--- src/rtl/regfile_wb_arbiter.sv ---
`default_nettype none
// ============================================================================
// Module      : regfile_wb_arbiter
// Description : Round-robin writeback arbiter and registered write stage for
//               the single-write-port register file; filters r0 writes and
//               counts committed writes.
// Revision    : 1.0 - initial release
// ============================================================================
module regfile_wb_arbiter #(
  parameter int NREQ = 3,
  parameter int AW   = 5,
  parameter int DW   = 32,
  parameter int CW   = 16
) (
  input  logic               clk,
  input  logic               rst,
  input  logic [NREQ-1:0]    req_valid,
  input  logic [NREQ*AW-1:0] req_addr,
  input  logic [NREQ*DW-1:0] req_data,
  output logic [NREQ-1:0]    req_ready,
  input  logic               stall,
  output logic               wr_en,
  output logic [AW-1:0]      wr_addr,
  output logic [DW-1:0]      wr_data,
  output logic [CW-1:0]      wr_count,
  output logic               conflict
);

  localparam int              c_PW   = (NREQ > 1) ? $clog2(NREQ) : 1;
  localparam logic [c_PW:0]   c_NREQ = (c_PW+1)'(NREQ);
  localparam logic [c_PW-1:0] c_LAST = c_PW'(NREQ-1);

  logic [c_PW-1:0]   r_rr_ptr;
  logic [2*NREQ-1:0] w_rot;
  logic [c_PW-1:0]   w_off;
  logic [c_PW:0]     w_sum;
  logic [c_PW:0]     w_wrap;
  logic [c_PW-1:0]   w_gidx;
  logic [c_PW-1:0]   w_next;
  logic              w_grant;
  logic [AW-1:0]     w_sel_addr;
  logic [DW-1:0]     w_sel_data;

  // Rotating a doubled copy puts the requester at rr_ptr in bit 0, so the
  // lowest set bit is the distance to the winner in round-robin order.
  assign w_rot = {req_valid, req_valid} >> r_rr_ptr;

  always_comb begin
    w_off = '0;
    for (int j = NREQ-1; j >= 0; j--) begin
      if (w_rot[j]) w_off = c_PW'(j);
    end
  end

  assign w_sum   = {1'b0, r_rr_ptr} + {1'b0, w_off};
  assign w_wrap  = (w_sum >= c_NREQ) ? (w_sum - c_NREQ) : w_sum;
  assign w_gidx  = w_wrap[c_PW-1:0];
  assign w_next  = (w_gidx == c_LAST) ? '0 : (w_gidx + c_PW'(1));
  assign w_grant = (|req_valid) & ~stall & ~rst;

  always_comb begin
    req_ready  = '0;
    w_sel_addr = '0;
    w_sel_data = '0;
    for (int i = 0; i < NREQ; i++) begin
      if (w_gidx == c_PW'(i)) begin
        req_ready[i] = w_grant;
        w_sel_addr   = req_addr[i*AW +: AW];
        w_sel_data   = req_data[i*DW +: DW];
      end
    end
  end

  assign conflict = (req_valid & (req_valid - NREQ'(1))) != '0;

  always_ff @(posedge clk or posedge rst) begin
    if (rst) begin
      r_rr_ptr <= '0;
      wr_en    <= 1'b0;
      wr_addr  <= '0;
      wr_data  <= '0;
      wr_count <= '0;
    end else begin
      if (wr_en && (wr_count != {CW{1'b1}})) begin
        wr_count <= wr_count + CW'(1);
      end
      // Writes to r0 are consumed but never reach the register file.
      if (w_grant) begin
        r_rr_ptr <= w_next;
        wr_en    <= |w_sel_addr;
        wr_addr  <= w_sel_addr;
        wr_data  <= w_sel_data;
      end else begin
        wr_en    <= 1'b0;
      end
    end
  end

endmodule
`default_nettype wire

--- config.mk ---
export PLATFORM = sky130hd
export DESIGN_NAME = regfile_wb_arbiter
export DESIGN_NICKNAME = d
export VERILOG_FILES = /design/src/rtl/regfile_wb_arbiter.sv
export SDC_FILE = /design/constraint.sdc
export NUM_CORES = 1
export LEC_CHECK = 0
export CAP_MARGIN = 20
export CORE_MARGIN = 3
export CORE_UTILIZATION = 35
export DETAILED_ROUTE_END_ITERATION = 8
export PLACE_DENSITY_LB_ADDON = 0.12
export SLEW_MARGIN = 40
export SYNTH_ARGS = -nofsm -noshare
export SYNTH_HDL_FRONTEND = slang
export SYNTH_SLANG_ARGS = --single-unit
--- constraint.sdc ---
create_clock -name clk -period 7.3 [get_ports clk]
set_clock_uncertainty 0.2 [all_clocks]
set_input_delay 1.46 -clock clk [delete_from_list [all_inputs] [get_ports clk]]
set_output_delay 1.46 -clock clk [all_outputs]
set_load 0.01 [all_outputs]
; ---- After elaboration in Yosys (flattened, before gate mapping)
; Cells that the tools add are included.
[totals]
register_bits = 56
in_bits = 117
output_inout_bits = 58
elab_cells = 40
[op_classes]
add_sub_neg = 5
n_lt_le_gt_ge = 1
n_eq_ne = 3
shifts = 1
n_mux = 15
bitwise_logic = 5
n_reduce_logical = 5
[ops]
columns = cell, n
row1 = 32-bit two-way mux, 3
row2 = "16-bit by 1-bit adder with 16-bit output, second input constant", 1
row3 = "16-bit inequality test, second input constant", 1
row4 = 5-bit two-way mux, 3
row5 = 2-bit two-way mux, 5
row6 = 6-bit by 2-bit right shift with 3-bit output, 1
row7 = 5-bit OR reduction, 1
row8 = 1-bit two-way mux, 4
row9 = 2-bit by 2-bit adder with 3-bit output, 1
row10 = 3-bit bitwise AND, 1
row11 = "3-bit by 2-bit greater-or-equal comparator with 1-bit output, second input constant", 1
row12 = 3-bit nonzero test, 1
row13 = 3-bit OR reduction, 1
row14 = "3-bit by 1-bit subtractor with 3-bit output, second input constant", 1
row15 = "2-bit by 1-bit adder with 2-bit output, second input constant", 1
row16 = 1-bit bitwise AND, 2
row17 = "2-bit by 1-bit == test with 1-bit output, second input constant", 1
row18 = "2-bit == test, second input constant", 1
row19 = 2-bit zero test, 1
row20 = 1-bit NOT, 2
row21 = "2-bit subtractor, second input constant", 1
row22 = 1-bit logical AND, 1

; ---- Longest topological paths before layout
[depth]
word_depth = 13
ltp_mapped = 15
depth_no_buf = 13

; ---- Worst setup path after synthesis
; Ideal clock, no wire load.
[synth_path]
kind = input-to-output
from = input req_valid[0]
to = output req_ready[2]
arrival_ns = 3.818
t_required_ns = 5.640
slack_ns = 1.822
cell_stages = 13
path_buffers = 2
path_cell_list = and3b_1 -> a21oi_1 -> nor2_1 -> a31oi_1 -> o32a_1 -> fa_1 -> inv_1 -> ha_1 -> nand2b_1 -> a211oi_1 -> buf_2 -> buf_2 -> nor2b_1
[synth_between]
elab_chain_cells = 9
word_cells_on_any_way = 13
cone_classes = add/sub: 2 / order compare: 1 / eq/ne: 1 / shift: 1 / mux: 5 / bitwise: 2 / reduce/logical: 1
[synth_rtl]
columns = item, line
row1 = start: declaration, 17  ; input logic [NREQ-1:0] req_valid,
row2 = 6-bit by 2-bit right shift with 3-bit output, 46  ; assign w_rot = {req_valid, req_valid} >> r_rr_ptr;
row3 = 2-bit two-way mux (3 in a row), 51  ; if (w_rot[j]) w_off = c_PW'(j);
row4 = 2-bit by 2-bit adder with 3-bit output, 55  ; assign w_sum = {1'b0, r_rr_ptr} + {1'b0, w_off};
row5 = 3-bit by 2-bit greater-or-equal comparator with 1-bit output / 2-bit subtractor (equally long branches), 56  ; assign w_wrap = (w_sum >= c_NREQ) ? (w_sum - c_NREQ) : w_sum;
row6 = 2-bit two-way mux, 56
row7 = 2-bit == test, 66  ; if (w_gidx == c_PW'(i)) begin
row8 = 1-bit two-way mux (*), 66
row9 = end: declaration, 20  ; output logic [NREQ-1:0] req_ready,
; Mark *: on every way between the ends. The rest lies on a longest branch, timed or not.

; ---- Final worst setup path
[layout_path]
from = input req_valid[0]
to = output req_ready[0]
[layout_between]
elab_chain_cells = 9
word_cells_on_any_way = 13
cone_classes = add/sub: 2 / order compare: 1 / shift: 1 / mux: 5 / bitwise: 2 / reduce/logical: 2
[layout_rtl]
columns = item, line
row1 = 6-bit by 2-bit right shift with 3-bit output, 46
row2 = 2-bit two-way mux (3 in a row), 51
row3 = 2-bit by 2-bit adder with 3-bit output, 55
row4 = 3-bit by 2-bit greater-or-equal comparator with 1-bit output / 2-bit subtractor (equally long branches), 56
row5 = 2-bit two-way mux, 56
row6 = 2-bit zero test, 66
row7 = 1-bit two-way mux (*), 66
; Marks and branches as above.

==> metrics.txt <==
outcome complete, no violations; CP required 5.64 ns; first-pass GRT wire length 14110 µm; Top FF cell, synth dfrtp_1; Crit path top cell by count nor2b_1; WL/cell 15.26 µm; critical path depth in cells 13; final RePlAce weighted congestion 0.8269; cell count after synthesis 318; initial antenna violation count 0; core area 0.008763 mm²; clock slew at reported path FFs 0.09 ns; fmax 153.4 MHz; die width 101.3 µm; slowest library cell on the worst path clkdlybuf4s50_1; Syn Area/Cell 9.990 µm²; Vias 2992; number of flops mapped to enable cells by yosys 0; crit-path leading delay family buffers and inverters; DIE HEIGHT 101.3 µm; cell depth of the worst flop-to-flop path 14; CTS tree done; clock latency on the worst-skew pair 0.31 ns; commonest non-fill, non-tap cell in the layout clkdlybuf4s50_1; largest net degree at the start of global routing 57; WHS Path Cells 2; CP arrival 4.86 ns; slowest stage delay, CP 0.56 ns; GRT Overall Usage 17.29%; cells along the critical path clkdlybuf4s50_1 -> nor2b_1 -> a221oi_1 -> a31oi_1 -> ha_1 -> inv_1 -> fa_1 -> inv_1 -> ha_1 -> nor2b_1 -> mux2_4 -> nor2b_1 -> clkdlybuf4s50_1; WP buf/inv 4; Slew HR 52.37%; unrepaired setup endpoints after global routing false; Design Area, Final 0.005074 mm²; Starting Density 36.25%; Max clock buf depth 2; Area Overhead vs Synth 59.71%; Nets 604; unique cell type count in the Yosys netlist 41; Num CTS Buffers 5; fill count 777; share of cells above drive strength 1 4.959%; Max Slew Vio Count 0; Ys Warns 0; HPWL Detailed 7071 µm; startpoint types primary input; Final ANT Viol Nets 0; minimum clock period 6.519 ns; total clock sinks 56; Final Setup Violations 0; DR iter-0 viols 101; Setup CP Type in -> out; max cap viols 0; leak pwr 2.124 nW; Yosys reg bits 56; DR pass1 iterations 4; Slew @ Worst Pin 0.7144 ns; # diodes 0; register area share after synthesis 44.11%; FFs w/ async S/R, synth 100.0%; die area 0.01026 mm²; post_cts resized 0; Cell Area, Synth 0.003177 mm²; Power per Cell Area 462.4 mW/mm²; Hold Path Class reg -> reg; multi-input logic area 0.001648 mm²; Max FO, Critical Path 6; Placement Cell Area 0.004986 mm²; FF/Latch Area 0.001401 mm²; top-level port count 175; total negative setup slack 0 ns; clk root buf clkbuf_8; cts hold-fix bufs 0; Std-Cell Rows 34; CP Capture Type output pin; largest vdd supply drop 0.0003305 V; final hold viol count 0; # port buffers 174; Synth Net Count 439; final cycle utilization of the critical path 89.30%; Post-Route WL 9036 µm; most frequent cells in the layout 174 x clkdlybuf4s50_1, 56 x dfrtp_1, 46 x nand2_1; grt ovf 0; post-CTS setup buffer count 0; Via-to-Cell Ratio 5.054; H-tree depth 2; DRC violations left 0; vias in the first global route 2974
-- path summary, 6_finish.rpt --
check | endpoint | slack [ns] | start
worst min register to register | wr_data[30] | 0.28 | wr_data[30]
worst max-delay path | req_ready[0] | 0.78 | req_valid[0]
worst max register to register | wr_en | 3.44 | r_rr_ptr[1]
max in group asynchronous | wr_data[8] | 4.95 | rst
min in group asynchronous | r_rr_ptr[0] | 1.47 | rst
worst min-delay path | wr_data[30] | 0.28 | wr_data[30]
-- final cells by class --
| cell class | instances | share of cell area, % |
|---|---|---|
| sequential | 56 | 27.62 |
| timing repair buffer | 179 | 35.07 |
| clock inverter | 3 | 0.3699 |
| tap | 108 | 2.663 |
| clock buffer | 5 | 1.356 |
| multi-input combinational | 235 | 32.48 |
| inverter | 6 | 0.4439 |
-- worst register-to-register path: cells and delay by family (launching register included) --
kind / cells / cell delay [ns]
adder cells (fa/ha/maj): 3 / 0.91
AO/OA/AOI/OAI: 3 / 0.58
multiplexers: 2 / 0.47
AND/OR/NAND/NOR: 2 / 0.42
flip-flops: 1 / 0.44
buffers and inverters: 4 / 0.73
-- kinds of logic (layout without fill, tap and decap cells) --
family / count (synthesis) / after routing / synth area share [%]
buffers and inverters: 27 / 193 / 4.450
muxes: 39 / 39 / 12.76
xor gates and xnor gates: 9 / 9 / 2.481
AOI/OAI and AO/OA: 93 / 93 / 20.56
adders and majority gates: 5 / 5 / 2.127
DFF: 56 / 56 / 44.11
and+or+nand+nor: 89 / 89 / 13.51
-- cells in the mapped netlist, types with 3 or more instances --
master / n / share of area [%]
dfrtp_1: 56 / 44
nor2b_1: 6 / 1.2
inv_1: 6 / 0.71
nor2_1: 7 / 0.83
xnor2_1: 8 / 2.2
a31oi_1: 4 / 0.79
nand2_1: 46 / 5.4
buf_2: 8 / 1.3
buf_6: 4 / 1.4
and3_1: 3 / 0.59
a222oi_1: 4 / 1.3
nand3_1: 8 / 1.3
a2bb2oi_1: 33 / 9.1
mux2i_1: 33 / 10
mux2_2: 4 / 1.4
clkbuf_1: 9 / 1.1
nand3b_1: 3 / 0.71
a21oi_1: 4 / 0.63
ha_1: 3 / 1.2
o21ai_0: 8 / 1.3
o21ai_1: 30 / 4.7
nand4_1: 5 / 0.98
-- layer usage --
layer / track usage, % / wire (µm) / part of all wire, %
met1: 19.97 / 3526 / 39
met2: 30.33 / 4553 / 50
met3: 5.647 / 750 / 8.3
met4: 5.419 / 206 / 2.3
met5: 0 / 0 / 0
-- through the flow --
step                setup slack (ns)  hold WS, ns  util [%]  cells  total power, mW
detailed placement            0.8020       0.2696     56.90    584            2.224
finish                        0.7808       0.2838     57.90    592            2.346
floorplan                      1.822       0.3139         -    318            1.719
CTS                           0.7894       0.2923     57.90    592            2.393
global route                  0.6253       0.3143     57.90    592            2.549
global placement              0.9453       0.2625     56.90    584            2.192
-- where the power goes --
part / internal (mW) / switching [mW]
Clock: 0.0672 / 0.0995
Sequential: 0.424 / 0.0770
Combinational: 0.883 / 0.795
Total: 1.37 / 0.971
-- sequential cells by signal, summed over array words and instances (netlist names) --
name and count:
wr_count 16, r_rr_ptr 2, wr_addr 5, wr_data 32, wr_en 1
(Power assumes the default switching activity.)
